<file path="src/rtl/axi_rw_arbiter_if.sv">
// Bus bundle for the two-master / one-slave AXI-style read/write arbiter.
//
// Handshake rule for every channel in this bundle: a beat transfers on a
// rising clk edge where both valid and ready are high. The sender holds
// valid and its payload stable until that edge; ready may rise or fall
// freely and never depends on anything but the receiver's own state and
// inputs.
//
// Master-side signals (m_*) are packed two-wide, master i in slice i.
// Address words are {ADDR, LEN[3:0], ID[3:0]}.
//
// Modports:
//   slave  - the arbiter's view: takes master requests, drives the slave bus
//   master - the surrounding environment's view (the opposite directions)
interface axi_rw_arbiter_if #(
    parameter int ADDR_W  = 8,
    parameter int DATA_W  = 8,
    parameter int BRESP_W = 5
);
    localparam int AX_W = ADDR_W + 8;

    // read address / read data, master side
    logic [1:0]          m_arvalid;
    logic [1:0]          m_arready;
    logic [2*AX_W-1:0]   m_ar;
    logic [1:0]          m_rvalid;
    logic [1:0]          m_rready;
    logic [DATA_W-1:0]   m_rdata;
    logic                m_rresp;
    logic                m_rlast;
    // read address / read data, slave side
    logic                s_arvalid;
    logic                s_arready;
    logic [AX_W-1:0]     s_ar;
    logic                s_rvalid;
    logic                s_rready;
    logic [DATA_W-1:0]   s_rdata;
    logic                s_rresp;
    logic                s_rlast;
    // write address / data / response, master side
    logic [1:0]          m_awvalid;
    logic [1:0]          m_awready;
    logic [2*AX_W-1:0]   m_aw;
    logic [1:0]          m_wvalid;
    logic [1:0]          m_wready;
    logic [2*DATA_W-1:0] m_wdata;
    logic [1:0]          m_wlast;
    logic [1:0]          m_bvalid;
    logic [1:0]          m_bready;
    logic [BRESP_W-1:0]  m_bresp;
    // write address / data / response, slave side
    logic                s_awvalid;
    logic                s_awready;
    logic [AX_W-1:0]     s_aw;
    logic                s_wvalid;
    logic                s_wready;
    logic [DATA_W-1:0]   s_wdata;
    logic                s_wlast;
    logic                s_bvalid;
    logic                s_bready;
    logic [BRESP_W-1:0]  s_bresp;

    modport slave (
        input  m_arvalid, m_ar, m_rready, m_awvalid, m_aw, m_wvalid, m_wdata,
               m_wlast, m_bready,
        output m_arready, m_rvalid, m_rdata, m_rresp, m_rlast, m_awready,
               m_wready, m_bvalid, m_bresp,
        output s_arvalid, s_ar, s_rready, s_awvalid, s_aw, s_wvalid, s_wdata,
               s_wlast, s_bready,
        input  s_arready, s_rvalid, s_rdata, s_rresp, s_rlast, s_awready,
               s_wready, s_bvalid, s_bresp
    );

    modport master (
        output m_arvalid, m_ar, m_rready, m_awvalid, m_aw, m_wvalid, m_wdata,
               m_wlast, m_bready,
        input  m_arready, m_rvalid, m_rdata, m_rresp, m_rlast, m_awready,
               m_wready, m_bvalid, m_bresp,
        input  s_arvalid, s_ar, s_rready, s_awvalid, s_aw, s_wvalid, s_wdata,
               s_wlast, s_bready,
        output s_arready, s_rvalid, s_rdata, s_rresp, s_rlast, s_awready,
               s_wready, s_bvalid, s_bresp
    );
endinterface

</file>
<file path="src/rtl/axi_rw_arbiter.sv">
// Two-master, one-slave arbiter for the AXI-style read and write channels.
// Reads (AR/R) and writes (AW/W/B) are arbitrated independently, each with
// its own round-robin pointer; a grant is held until RLAST (reads) or the
// B handshake (writes). The slave-side WLAST is generated from a beat
// counter against the latched AW length, and a sticky per-master flag
// records any accepted beat whose master WLAST disagreed with it.
//
// Ports:
//   clk, rst      clock, asynchronous active-high reset
//   bus           axi_rw_arbiter_if.slave, all channel signals
//   wlast_err     sticky per-master WLAST/length mismatch
//   rd_gnt        one-hot read grant, 0 when idle
//   wr_gnt        one-hot write grant, 0 when idle
//   rd_state_dbg  read FSM state (0 idle, 1 addr, 2 data)
//   wr_state_dbg  write FSM state (0 idle, 1 addr, 2 data, 3 resp)
//
// Only state, grants, pointers, length/counter and wlast_err are registered;
// every channel output is a mux steered by the registered grant and state,
// so the non-granted master always sees 0 on its ready/valid.
module axi_rw_arbiter #(
    parameter int ADDR_W = 8
) (
    input  logic                clk,
    input  logic                rst,
    axi_rw_arbiter_if.slave     bus,
    output logic [1:0]          wlast_err,
    output logic [1:0]          rd_gnt,
    output logic [1:0]          wr_gnt,
    output logic [1:0]          rd_state_dbg,
    output logic [1:0]          wr_state_dbg
);
    localparam int AX_W = ADDR_W + 8;

    typedef enum logic [1:0] {RD_IDLE, RD_ADDR, RD_DATA} rd_state_t;
    typedef enum logic [1:0] {WR_IDLE, WR_ADDR, WR_DATA, WR_RESP} wr_state_t;

    rd_state_t rd_state;
    wr_state_t wr_state;
    logic      rd_last;     // index of the last master granted a read
    logic      wr_last;     // index of the last master granted a write
    logic [3:0] wr_len;
    logic [4:0] wr_cnt;

    // Grant index; only meaningful while the matching state is not idle.
    logic rd_sel, wr_sel;
    assign rd_sel = rd_gnt[1];
    assign wr_sel = wr_gnt[1];

    logic [AX_W-1:0] ar_sel, aw_sel;
    assign ar_sel = rd_sel ? bus.m_ar[2*AX_W-1:AX_W] : bus.m_ar[AX_W-1:0];
    assign aw_sel = wr_sel ? bus.m_aw[2*AX_W-1:AX_W] : bus.m_aw[AX_W-1:0];

    logic w_beat, w_is_last;
    assign w_is_last = (wr_cnt == {1'b0, wr_len});
    assign w_beat    = (wr_state == WR_DATA) && bus.m_wvalid[wr_sel] && bus.s_wready;

    assign rd_state_dbg = rd_state;
    assign wr_state_dbg = wr_state;

    // Round robin: a lone requester wins outright; on a tie the master
    // that was not granted last time wins.
    function automatic logic [1:0] pick(input logic [1:0] req, input logic last);
        if (req == 2'b11) pick = last ? 2'b01 : 2'b10;
        else              pick = req;
    endfunction

    always_ff @(posedge clk or posedge rst) begin
        if (rst) begin
            rd_state <= RD_IDLE;
            rd_gnt   <= 2'b00;
            rd_last  <= 1'b1;
        end else begin
            case (rd_state)
                RD_IDLE: if (|bus.m_arvalid) begin
                    rd_gnt   <= pick(bus.m_arvalid, rd_last);
                    rd_state <= RD_ADDR;
                end
                RD_ADDR: if (bus.s_arready) rd_state <= RD_DATA;
                RD_DATA: if (bus.s_rvalid && bus.m_rready[rd_sel] && bus.s_rlast) begin
                    rd_last  <= rd_sel;
                    rd_gnt   <= 2'b00;
                    rd_state <= RD_IDLE;
                end
                default: rd_state <= RD_IDLE;
            endcase
        end
    end

    always_ff @(posedge clk or posedge rst) begin
        if (rst) begin
            wr_state  <= WR_IDLE;
            wr_gnt    <= 2'b00;
            wr_last   <= 1'b1;
            wr_len    <= 4'd0;
            wr_cnt    <= 5'd0;
            wlast_err <= 2'b00;
        end else begin
            case (wr_state)
                WR_IDLE: if (|bus.m_awvalid) begin
                    wr_gnt   <= pick(bus.m_awvalid, wr_last);
                    wr_state <= WR_ADDR;
                end
                WR_ADDR: if (bus.s_awready) begin
                    wr_len   <= aw_sel[7:4];
                    wr_cnt   <= 5'd0;
                    wr_state <= WR_DATA;
                end
                WR_DATA: if (w_beat) begin
                    wr_cnt <= wr_cnt + 5'd1;
                    // The burst length decides completion; a wrong master
                    // WLAST is only recorded.
                    if (bus.m_wlast[wr_sel] != w_is_last) wlast_err[wr_sel] <= 1'b1;
                    if (w_is_last) wr_state <= WR_RESP;
                end
                WR_RESP: if (bus.s_bvalid && bus.m_bready[wr_sel]) begin
                    wr_last  <= wr_sel;
                    wr_gnt   <= 2'b00;
                    wr_state <= WR_IDLE;
                end
                default: wr_state <= WR_IDLE;
            endcase
        end
    end

    always_comb begin
        bus.s_arvalid = 1'b0;
        bus.s_ar      = '0;
        bus.m_arready = 2'b00;
        bus.m_rvalid  = 2'b00;
        bus.s_rready  = 1'b0;
        bus.m_rdata   = '0;
        bus.m_rresp   = 1'b0;
        bus.m_rlast   = 1'b0;
        if (rd_state == RD_ADDR) begin
            bus.s_arvalid         = 1'b1;
            bus.s_ar              = ar_sel;
            bus.m_arready[rd_sel] = bus.s_arready;
        end
        if (rd_state == RD_DATA) begin
            bus.m_rvalid[rd_sel] = bus.s_rvalid;
            bus.s_rready         = bus.m_rready[rd_sel];
            bus.m_rdata          = bus.s_rdata;
            bus.m_rresp          = bus.s_rresp;
            bus.m_rlast          = bus.s_rlast;
        end
    end

    always_comb begin
        bus.s_awvalid = 1'b0;
        bus.s_aw      = '0;
        bus.m_awready = 2'b00;
        bus.s_wvalid  = 1'b0;
        bus.s_wdata   = '0;
        bus.s_wlast   = 1'b0;
        bus.m_wready  = 2'b00;
        bus.m_bvalid  = 2'b00;
        bus.s_bready  = 1'b0;
        bus.m_bresp   = '0;
        if (wr_state == WR_ADDR) begin
            bus.s_awvalid         = 1'b1;
            bus.s_aw              = aw_sel;
            bus.m_awready[wr_sel] = bus.s_awready;
        end
        if (wr_state == WR_DATA) begin
            bus.s_wvalid         = bus.m_wvalid[wr_sel];
            bus.s_wdata          = wr_sel ? bus.m_wdata[15:8] : bus.m_wdata[7:0];
            bus.s_wlast          = w_is_last;
            bus.m_wready[wr_sel] = bus.s_wready;
        end
        if (wr_state == WR_RESP) begin
            bus.m_bvalid[wr_sel] = bus.s_bvalid;
            bus.s_bready         = bus.m_bready[wr_sel];
            bus.m_bresp          = bus.s_bresp;
        end
    end
endmodule

</file>
<file path="src/flat_wrapper.sv">
// flat-port wrapper written by rule: the top's interface ports become plain ports
module axi_rw_arbiter_flat 
#(
    parameter int ADDR_W = 8
)
  (clk, rst, wlast_err, rd_gnt, wr_gnt, rd_state_dbg, wr_state_dbg, bus_m_arvalid, bus_m_ar, bus_m_rready, bus_m_awvalid, bus_m_aw, bus_m_wvalid, bus_m_wdata, bus_m_wlast, bus_m_bready, bus_m_arready, bus_m_rvalid, bus_m_rdata, bus_m_rresp, bus_m_rlast, bus_m_awready, bus_m_wready, bus_m_bvalid, bus_m_bresp, bus_s_arvalid, bus_s_ar, bus_s_rready, bus_s_awvalid, bus_s_aw, bus_s_wvalid, bus_s_wdata, bus_s_wlast, bus_s_bready, bus_s_arready, bus_s_rvalid, bus_s_rdata, bus_s_rresp, bus_s_rlast, bus_s_awready, bus_s_wready, bus_s_bvalid, bus_s_bresp);
  axi_rw_arbiter_if #(.ADDR_W(ADDR_W)) bus_i ();
  input  logic clk;
  input  logic rst;
  output logic [1:0] wlast_err;
  output logic [1:0] rd_gnt;
  output logic [1:0] wr_gnt;
  output logic [1:0] rd_state_dbg;
  output logic [1:0] wr_state_dbg;
  input wire logic [$bits(bus_i.m_arvalid)-1:0] bus_m_arvalid;
  input wire logic [$bits(bus_i.m_ar)-1:0] bus_m_ar;
  input wire logic [$bits(bus_i.m_rready)-1:0] bus_m_rready;
  input wire logic [$bits(bus_i.m_awvalid)-1:0] bus_m_awvalid;
  input wire logic [$bits(bus_i.m_aw)-1:0] bus_m_aw;
  input wire logic [$bits(bus_i.m_wvalid)-1:0] bus_m_wvalid;
  input wire logic [$bits(bus_i.m_wdata)-1:0] bus_m_wdata;
  input wire logic [$bits(bus_i.m_wlast)-1:0] bus_m_wlast;
  input wire logic [$bits(bus_i.m_bready)-1:0] bus_m_bready;
  output wire logic [$bits(bus_i.m_arready)-1:0] bus_m_arready;
  output wire logic [$bits(bus_i.m_rvalid)-1:0] bus_m_rvalid;
  output wire logic [$bits(bus_i.m_rdata)-1:0] bus_m_rdata;
  output wire logic [$bits(bus_i.m_rresp)-1:0] bus_m_rresp;
  output wire logic [$bits(bus_i.m_rlast)-1:0] bus_m_rlast;
  output wire logic [$bits(bus_i.m_awready)-1:0] bus_m_awready;
  output wire logic [$bits(bus_i.m_wready)-1:0] bus_m_wready;
  output wire logic [$bits(bus_i.m_bvalid)-1:0] bus_m_bvalid;
  output wire logic [$bits(bus_i.m_bresp)-1:0] bus_m_bresp;
  output wire logic [$bits(bus_i.s_arvalid)-1:0] bus_s_arvalid;
  output wire logic [$bits(bus_i.s_ar)-1:0] bus_s_ar;
  output wire logic [$bits(bus_i.s_rready)-1:0] bus_s_rready;
  output wire logic [$bits(bus_i.s_awvalid)-1:0] bus_s_awvalid;
  output wire logic [$bits(bus_i.s_aw)-1:0] bus_s_aw;
  output wire logic [$bits(bus_i.s_wvalid)-1:0] bus_s_wvalid;
  output wire logic [$bits(bus_i.s_wdata)-1:0] bus_s_wdata;
  output wire logic [$bits(bus_i.s_wlast)-1:0] bus_s_wlast;
  output wire logic [$bits(bus_i.s_bready)-1:0] bus_s_bready;
  input wire logic [$bits(bus_i.s_arready)-1:0] bus_s_arready;
  input wire logic [$bits(bus_i.s_rvalid)-1:0] bus_s_rvalid;
  input wire logic [$bits(bus_i.s_rdata)-1:0] bus_s_rdata;
  input wire logic [$bits(bus_i.s_rresp)-1:0] bus_s_rresp;
  input wire logic [$bits(bus_i.s_rlast)-1:0] bus_s_rlast;
  input wire logic [$bits(bus_i.s_awready)-1:0] bus_s_awready;
  input wire logic [$bits(bus_i.s_wready)-1:0] bus_s_wready;
  input wire logic [$bits(bus_i.s_bvalid)-1:0] bus_s_bvalid;
  input wire logic [$bits(bus_i.s_bresp)-1:0] bus_s_bresp;
  assign bus_i.m_arvalid = bus_m_arvalid;
  assign bus_i.m_ar = bus_m_ar;
  assign bus_i.m_rready = bus_m_rready;
  assign bus_i.m_awvalid = bus_m_awvalid;
  assign bus_i.m_aw = bus_m_aw;
  assign bus_i.m_wvalid = bus_m_wvalid;
  assign bus_i.m_wdata = bus_m_wdata;
  assign bus_i.m_wlast = bus_m_wlast;
  assign bus_i.m_bready = bus_m_bready;
  assign bus_m_arready = bus_i.m_arready;
  assign bus_m_rvalid = bus_i.m_rvalid;
  assign bus_m_rdata = bus_i.m_rdata;
  assign bus_m_rresp = bus_i.m_rresp;
  assign bus_m_rlast = bus_i.m_rlast;
  assign bus_m_awready = bus_i.m_awready;
  assign bus_m_wready = bus_i.m_wready;
  assign bus_m_bvalid = bus_i.m_bvalid;
  assign bus_m_bresp = bus_i.m_bresp;
  assign bus_s_arvalid = bus_i.s_arvalid;
  assign bus_s_ar = bus_i.s_ar;
  assign bus_s_rready = bus_i.s_rready;
  assign bus_s_awvalid = bus_i.s_awvalid;
  assign bus_s_aw = bus_i.s_aw;
  assign bus_s_wvalid = bus_i.s_wvalid;
  assign bus_s_wdata = bus_i.s_wdata;
  assign bus_s_wlast = bus_i.s_wlast;
  assign bus_s_bready = bus_i.s_bready;
  assign bus_i.s_arready = bus_s_arready;
  assign bus_i.s_rvalid = bus_s_rvalid;
  assign bus_i.s_rdata = bus_s_rdata;
  assign bus_i.s_rresp = bus_s_rresp;
  assign bus_i.s_rlast = bus_s_rlast;
  assign bus_i.s_awready = bus_s_awready;
  assign bus_i.s_wready = bus_s_wready;
  assign bus_i.s_bvalid = bus_s_bvalid;
  assign bus_i.s_bresp = bus_s_bresp;
  axi_rw_arbiter #(.ADDR_W(ADDR_W)) u_core (.clk(clk), .rst(rst), .bus(bus_i), .wlast_err(wlast_err), .rd_gnt(rd_gnt), .wr_gnt(wr_gnt), .rd_state_dbg(rd_state_dbg), .wr_state_dbg(wr_state_dbg));
endmodule
</file>
<file path="config.mk">
export PLATFORM = sky130hd
export DESIGN_NAME = axi_rw_arbiter_flat
export DESIGN_NICKNAME = d
export VERILOG_FILES = /design/src/rtl/axi_rw_arbiter_if.sv /design/src/rtl/axi_rw_arbiter.sv /design/src/flat_wrapper.sv
export SDC_FILE = /design/constraint.sdc
export NUM_CORES = 1
export LEC_CHECK = 0
export CAP_MARGIN = 0
export CORE_MARGIN = 4
export CORE_UTILIZATION = 32
export DETAILED_ROUTE_END_ITERATION = 8
export PLACE_DENSITY = 0.88
export SYNTH_ARGS = -nofsm -noshare
export SYNTH_HDL_FRONTEND = slang
export SYNTH_SLANG_ARGS = --single-unit
</file>
<file path="constraint.sdc">
create_clock -name clk -period 2.97 [get_ports clk]
set_input_delay 0.4455 -clock clk [delete_from_list [all_inputs] [get_ports clk]]
set_output_delay 0.4455 -clock clk [all_outputs]
set_load 0.05 [all_outputs]
</file>
==> results.yml, run 1 <==
outcome:
  run_status: "completed"
clocking:
  tritoncts: "yes"
  cts_resized: 0
  cts_buffer_depth: 2
  clk_pin_slew_ns: 0.07
  htreeDepth: 1
  worstSkewPairLatency_ns: 0.27
  cts.sinks: 21
  post_cts_buffers: 0
  cts_root_buffer: "clkbuf_8"
  hold_buffers: 0
  cts_buffers: 3
yosys:
  ys_warn_count: 0
  synth.top_cell.area_share_pct: 24.8
  synth-main-ff-cell: "dfrtp_1"
  synthCells: 246
  synth_cell_types: 41
  synth-seq-area-share_pct: 27.5
  async_flop_share_pct: 100
  syn_nets: 365
  synth_area_leaders: "dfrtp_1 (25%), mux2i_1 (22%), nor2_1 (11%)"
  synth-edff-count: 0
  syn_area_per_cell_um2: 7.80
  synth_top_cell_by_area: "dfrtp_1"
  synth_area_um2: 1920
  ys_ff_latch: 21
global_route:
  grt_pass1_wl_um: 13000
  grt.total_usage_pct: 22.2
  grt_max_degree: 25
  antenna_found_initial: 0
  grt-ovfl-total: 0
  grt_pass1_vias: 2654
detailed_routing:
  postRouteAntennaNets: 0
  first_pass_iters: 4
  route.vias.total: 2498
  wl_per_cell_um: 16.6
  drt-initial-drc-count: 144
  vias_per_cell: 4.93
  wirelength_um: 8440
  drc: 0
timing:
  worstMarginPinSlew_ns: 0.783
  post-route-min-period_ns: 2.88
  slew-limit-headroom_pct: 47.8
  setup_viol: 0
  timing.fmax_ghz: 0.347
  fin_worst_skew_ns: 0.00410
  finalHoldViolations: 0
  fin_tns_setup_ns: 0
  rsz0062_at_grt: "no"
  finalMaxSlewViolations: 0
  post-route-period-util_pct: 97.0
flow_run:
  cap_violations: 0
pwr:
  peakVddDrop_mv: 0.615
  p_leak_nw: 1.79
  p_per_area_nw_per_um2: 1020
layout:
  multiInputGateArea_um2: 1290
  fin_nets: 555
  diodes: 0
  seq_area_um2: 528
  layout_common_cells: "clkdlybuf4s50_1 (164), nor2_1 (56), mux2i_1 (43), buf_12 (29), nand2_1 (23)"
  fillers: 409
  layout.cells.non_filler: 507
  area_delta_synth_final_pct: 122
  final_util_pct: 75.1
  drive_above_1_share_pct: 11.3
  final_common_cell: "clkdlybuf4s50_1"
place:
  dpl.hpwl_um: 7300
  port_buffers: 194
  gp_congestion: 0.846
  placed_cells: 503
worst_setup_path:
  path_max_fanout: 5
  crit_start: "u_core.wr_cnt[0]"
  worstPathArrival_ns: 2.44
  r2r-end: "u_core.wr_cnt[2]"
  reg2reg_depth: 6
  endpoint: "bus_s_wlast"
  crit_path_start_kind: "register"
  required_ns: 2.52
  rrSetupSlack_ns: 0.95
  end_kind: "output pin"
  path_class: "reg -> out"
  rr_startpoint: "u_core.wr_gnt[1]"
floorplan:
  die_w_um: 85.4
  fp.dieH_um: 85.4
  fp-row-count: 27
  num_io_pins: 195
  die_area_um2: 7300
  start_util_pct: 33.8
  core_area_um2: 5680
hold_path:
  hp-class: "reg -> reg"
[kinds of logic after synthesis]
group	Yosys count	share of synthesized area (%)
simple gates	120	28.9
buf+inv	23	4.96
mux	44	23.0
xor+xnor	6	2.74
fa+ha+maj	5	3.26
compound gates	27	9.59
flops	21	27.5
[cell usage after synthesis, types with 2 or more instances]
cell	number
nand2_1	23
ha_1	5
nor2b_1	3
nor2_1	56
clkbuf_1	8
o21ai_0	12
mux2i_1	43
nand4b_1	2
xnor2_1	3
a21oi_1	3
xor2_1	3
and3_1	2
dfrtp_1	19
a31o_2	2
nor3_1	2
nand3_1	6
and2_1	16
nand2b_1	4
dfstp_2	2
inv_1	8
a32o_1	2
buf_2	3
[metrics by stage]
stage               area (um^2)  power [mW]  hold slack, ns  setup slack, ns
floorplan                  1920        2.76           0.421            0.185
detailed placement         4210        4.19           0.458            0.384
global placement           4210        4.13           0.451            0.425
CTS                        4260        4.39           0.476           0.0816
finish                     4260        4.35           0.472           0.0891
global route               4260        4.57           0.518          0.00726
[worst min path at each step]
stage	start	end	cells past startpoint
after detailed placement	u_core.wlast_err[0]	u_core.wlast_err[0]	1
after global routing	u_core.wlast_err[0]	u_core.wlast_err[0]	1
after CTS	u_core.wlast_err[0]	u_core.wlast_err[0]	1
final	u_core.wlast_err[0]	u_core.wlast_err[0]	1
after floorplan	rst	u_core.rd_gnt[0]	1
after global placement	u_core.wlast_err[0]	u_core.wlast_err[0]	1
[power breakdown]
group          internal [mW]  switching, mW  leakage [nW]  total, mW
Combinational           1.43           2.21          1.50       3.64
Clock                 0.0937         0.0967        0.0255      0.190
Sequential             0.401          0.120         0.260      0.521
Total                   1.92           2.43          1.79       4.35
[registers in the layout, indices dropped and copies added, names as in the netlist]
| name | count |
|---|---|
| u_core.rd_gnt | 2 |
| u_core.wr_state_dbg | 2 |
| u_core.rd_last | 1 |
| u_core.wr_cnt | 5 |
| u_core.wr_len | 4 |
| u_core.wr_last | 1 |
| u_core.wr_gnt | 2 |
| u_core.wlast_err | 2 |
| u_core.rd_state_dbg | 2 |
[worst max-delay path, cell delays in order, from the launching register on]
cell	delay (ns)
dfrtp_1	0.44
xor2_1	0.18
nor4_1	0.37
nand2_1	0.20
nor2_1	0.13
clkdlybuf4s50_1	0.84
[layer usage]
metal	global-route usage, %	part of all wire [%]	vias up
met4	7.48	2.2	0
met5	0	0	-
li1	-	-	1211
met1	21.7	34	1120
met3	5.63	10	11
met2	44.2	53	156
[area by class of cell]
type                            count  share of cell area (%)
Sequential cell                    21                    12.4
Multi-Input combinational cell    202                    30.4
Clock inverter                      1                   0.117
Inverter                            9                   0.793
Clock buffer                        3                   0.969
Timing Repair Buffer              199                    53.2
Tap cell                           72                    2.11
Note: power is estimated with default switching activity, not from simulation.
==> run 2, diff against run 1 <==
CAP_MARGIN = unset   (was 0)
PLACE_DENSITY = 0.92   (was 0.88)
==> run 2 against run 1 <==
  * Non-clock buffer count stayed put
  * Routed wire length is 3.5% higher
  * Critical endpoint unchanged
  * Final cell count is the same
  * Critical path type unchanged
  * Register-to-register slack worse by 0.07 ns
  * Critical path depth unchanged
  * Fmax increased by 1.0%
  * Power grew 0.19%
  * Sequential power up 4.4%
  * Sequential share of layout area barely moved
  * Flip-flop and latch count unchanged
  * Clock power decreased by 3%
  * Largest power group unchanged
  * Worst hold slack better by 0.0069 ns
==> results.yml, run 2 (synthesis results as in run 1) <==
outcome:
  run_status: "completed"
clocking:
  cts.sinks: 21
  worstSkewPairLatency_ns: 0.25
  hold_buffers: 0
  clk_pin_slew_ns: 0.08
  tritoncts: "yes"
  htreeDepth: 1
  cts_buffers: 3
  cts_resized: 0
  post_cts_buffers: 0
  cts_buffer_depth: 2
  cts_root_buffer: "clkbuf_8"
global_route:
  grt-ovfl-total: 0
  grt_pass1_vias: 2686
  grt_pass1_wl_um: 13100
  antenna_found_initial: 0
  grt.total_usage_pct: 22.7
  grt_max_degree: 25
timing:
  setup_viol: 0
  post-route-min-period_ns: 2.85
  finalMaxSlewViolations: 0
  rsz0062_at_grt: "no"
  hold_ws_ns: 0.479
  slew-limit-headroom_pct: 48.2
  worstMarginPinSlew_ns: 0.776
  fin_tns_setup_ns: 0
  finalHoldViolations: 0
  fin_worst_skew_ns: 0.00304
  timing.fmax_ghz: 0.351
  post-route-period-util_pct: 96.0
worst_setup_path:
  cpMostUsedCell: "inv_1"
  critPathSlowestCell: "clkdlybuf4s50_1"
  required_ns: 2.52
  crit_path_start_kind: "register"
  worstPathArrival_ns: 2.41
  path_max_fanout: 13
  cp_top_family: "buffers and inverters"
  end_kind: "output pin"
  critPathMaxStageDelay_ns: 0.83
  path_cells: "inv_1 > ha_1 > inv_1 > nor2_1 > clkdlybuf4s50_1"
  path_buf_inv: 3
  path_class: "reg -> out"
layout:
  area_delta_synth_final_pct: 122
  largest_reg_flops: 5
  top_regs: "u_core.wr_cnt (5), u_core.wr_len (4)"
  diodes: 0
  final_common_cell: "clkdlybuf4s50_1"
  largest-register: "u_core.wr_cnt"
  final_util_pct: 74.9
  drive_above_1_share_pct: 11.7
  layout_common_cells: "clkdlybuf4s50_1 (161), nor2_1 (56), mux2i_1 (43), buf_12 (29), nand2_1 (23)"
  fin_nets: 555
  fin_area_um2: 4250
detailed_routing:
  route.vias.total: 2535
  vias_per_cell: 5.00
  drt-initial-drc-count: 162
  drc: 0
  wl_per_cell_um: 17.2
  wirelength_um: 8730
  first_pass_iters: 4
  postRouteAntennaNets: 0
place:
  gp_congestion: 0.803
  placed_cell_area_um2: 4210
  port_buffers: 194
  dpl.hpwl_um: 7520
floorplan:
  start_util_pct: 33.8
  num_io_pins: 195
  fp.dieH_um: 85.4
  die_area_um2: 7300
  fp-row-count: 27
  core_area_um2: 5680
  die_w_um: 85.4
pwr:
  p_per_area_nw_per_um2: 1030
  peakVddDrop_mv: 0.724
  p_leak_nw: 1.79
  total_power_mw: 4.36
hold_path:
  hp-class: "reg -> reg"
flow_run:
  cap_violations: 0
[run 2: changes by cell type in the layout (fill, tap and decap cells not counted)]
cell and change:
clkinv_2 -1, clkbuf_1 +1, buf_4 +3, clkdlybuf4s50_1 -3
[run 2: final cells by class]
class / count / area (um^2)
multi-input cells: 202 / 1290
well taps: 72 / 90.1
flip-flops and latches: 21 / 528
fillers: 405 / 1420
clock buffers: 4 / 45.0
repair buffers: 199 / 2260
inverters: 9 / 33.8
[run 2: tightest hold or removal path, cell delays in order, from the launching register on]
cell     delay, ns
dfrtp_1       0.35
nand2_1       0.05
nand2_1       0.05
[run 2: final timing paths]
path	start	end	slack, ns	cells after the start
worst max-delay path	u_core.wr_state_dbg[0]	bus_s_wlast	0.12	5
worst min-delay path	u_core.wr_gnt[0]	u_core.wr_gnt[0]	0.48	2
worst max register to register	u_core.wr_gnt[1]	u_core.wr_cnt[2]	0.88	5
worst min register to register	u_core.wr_gnt[0]	u_core.wr_gnt[0]	0.48	2
max in group asynchronous	rst	u_core.wr_gnt[1]	1.86	2
min in group asynchronous	rst	u_core.rd_gnt[0]	0.63	2
[run 2: where the power goes]
part	switching, mW	leakage, nW	internal (mW)
clock	0.0899	0.0228	0.0954
sequential	0.144	0.260	0.400
combinational	2.21	1.50	1.43
total	2.44	1.79	1.92
[run 2: layer usage]
| layer | GRT usage (%) | share of wire [%] | vias up |
|---|---|---|---|
| li1 | - | - | 1210 |
| met1 | 20.5 | 31 | 1142 |
| met2 | 47.0 | 54 | 163 |
| met3 | 6.70 | 11 | 20 |
| met4 | 6.76 | 3.6 | 0 |
| met5 | 0 | 0 | - |
[run 2: per-stage QoR]
| stage | worst slack, ns | instances |
|---|---|---|
| final | 0.118 | 507 |
| after global routing | 0.0399 | 507 |
| after CTS | 0.133 | 507 |
| after detailed placement | 0.444 | 503 |
| after global placement | 0.500 | 503 |
| after floorplan | 0.185 | 246 |
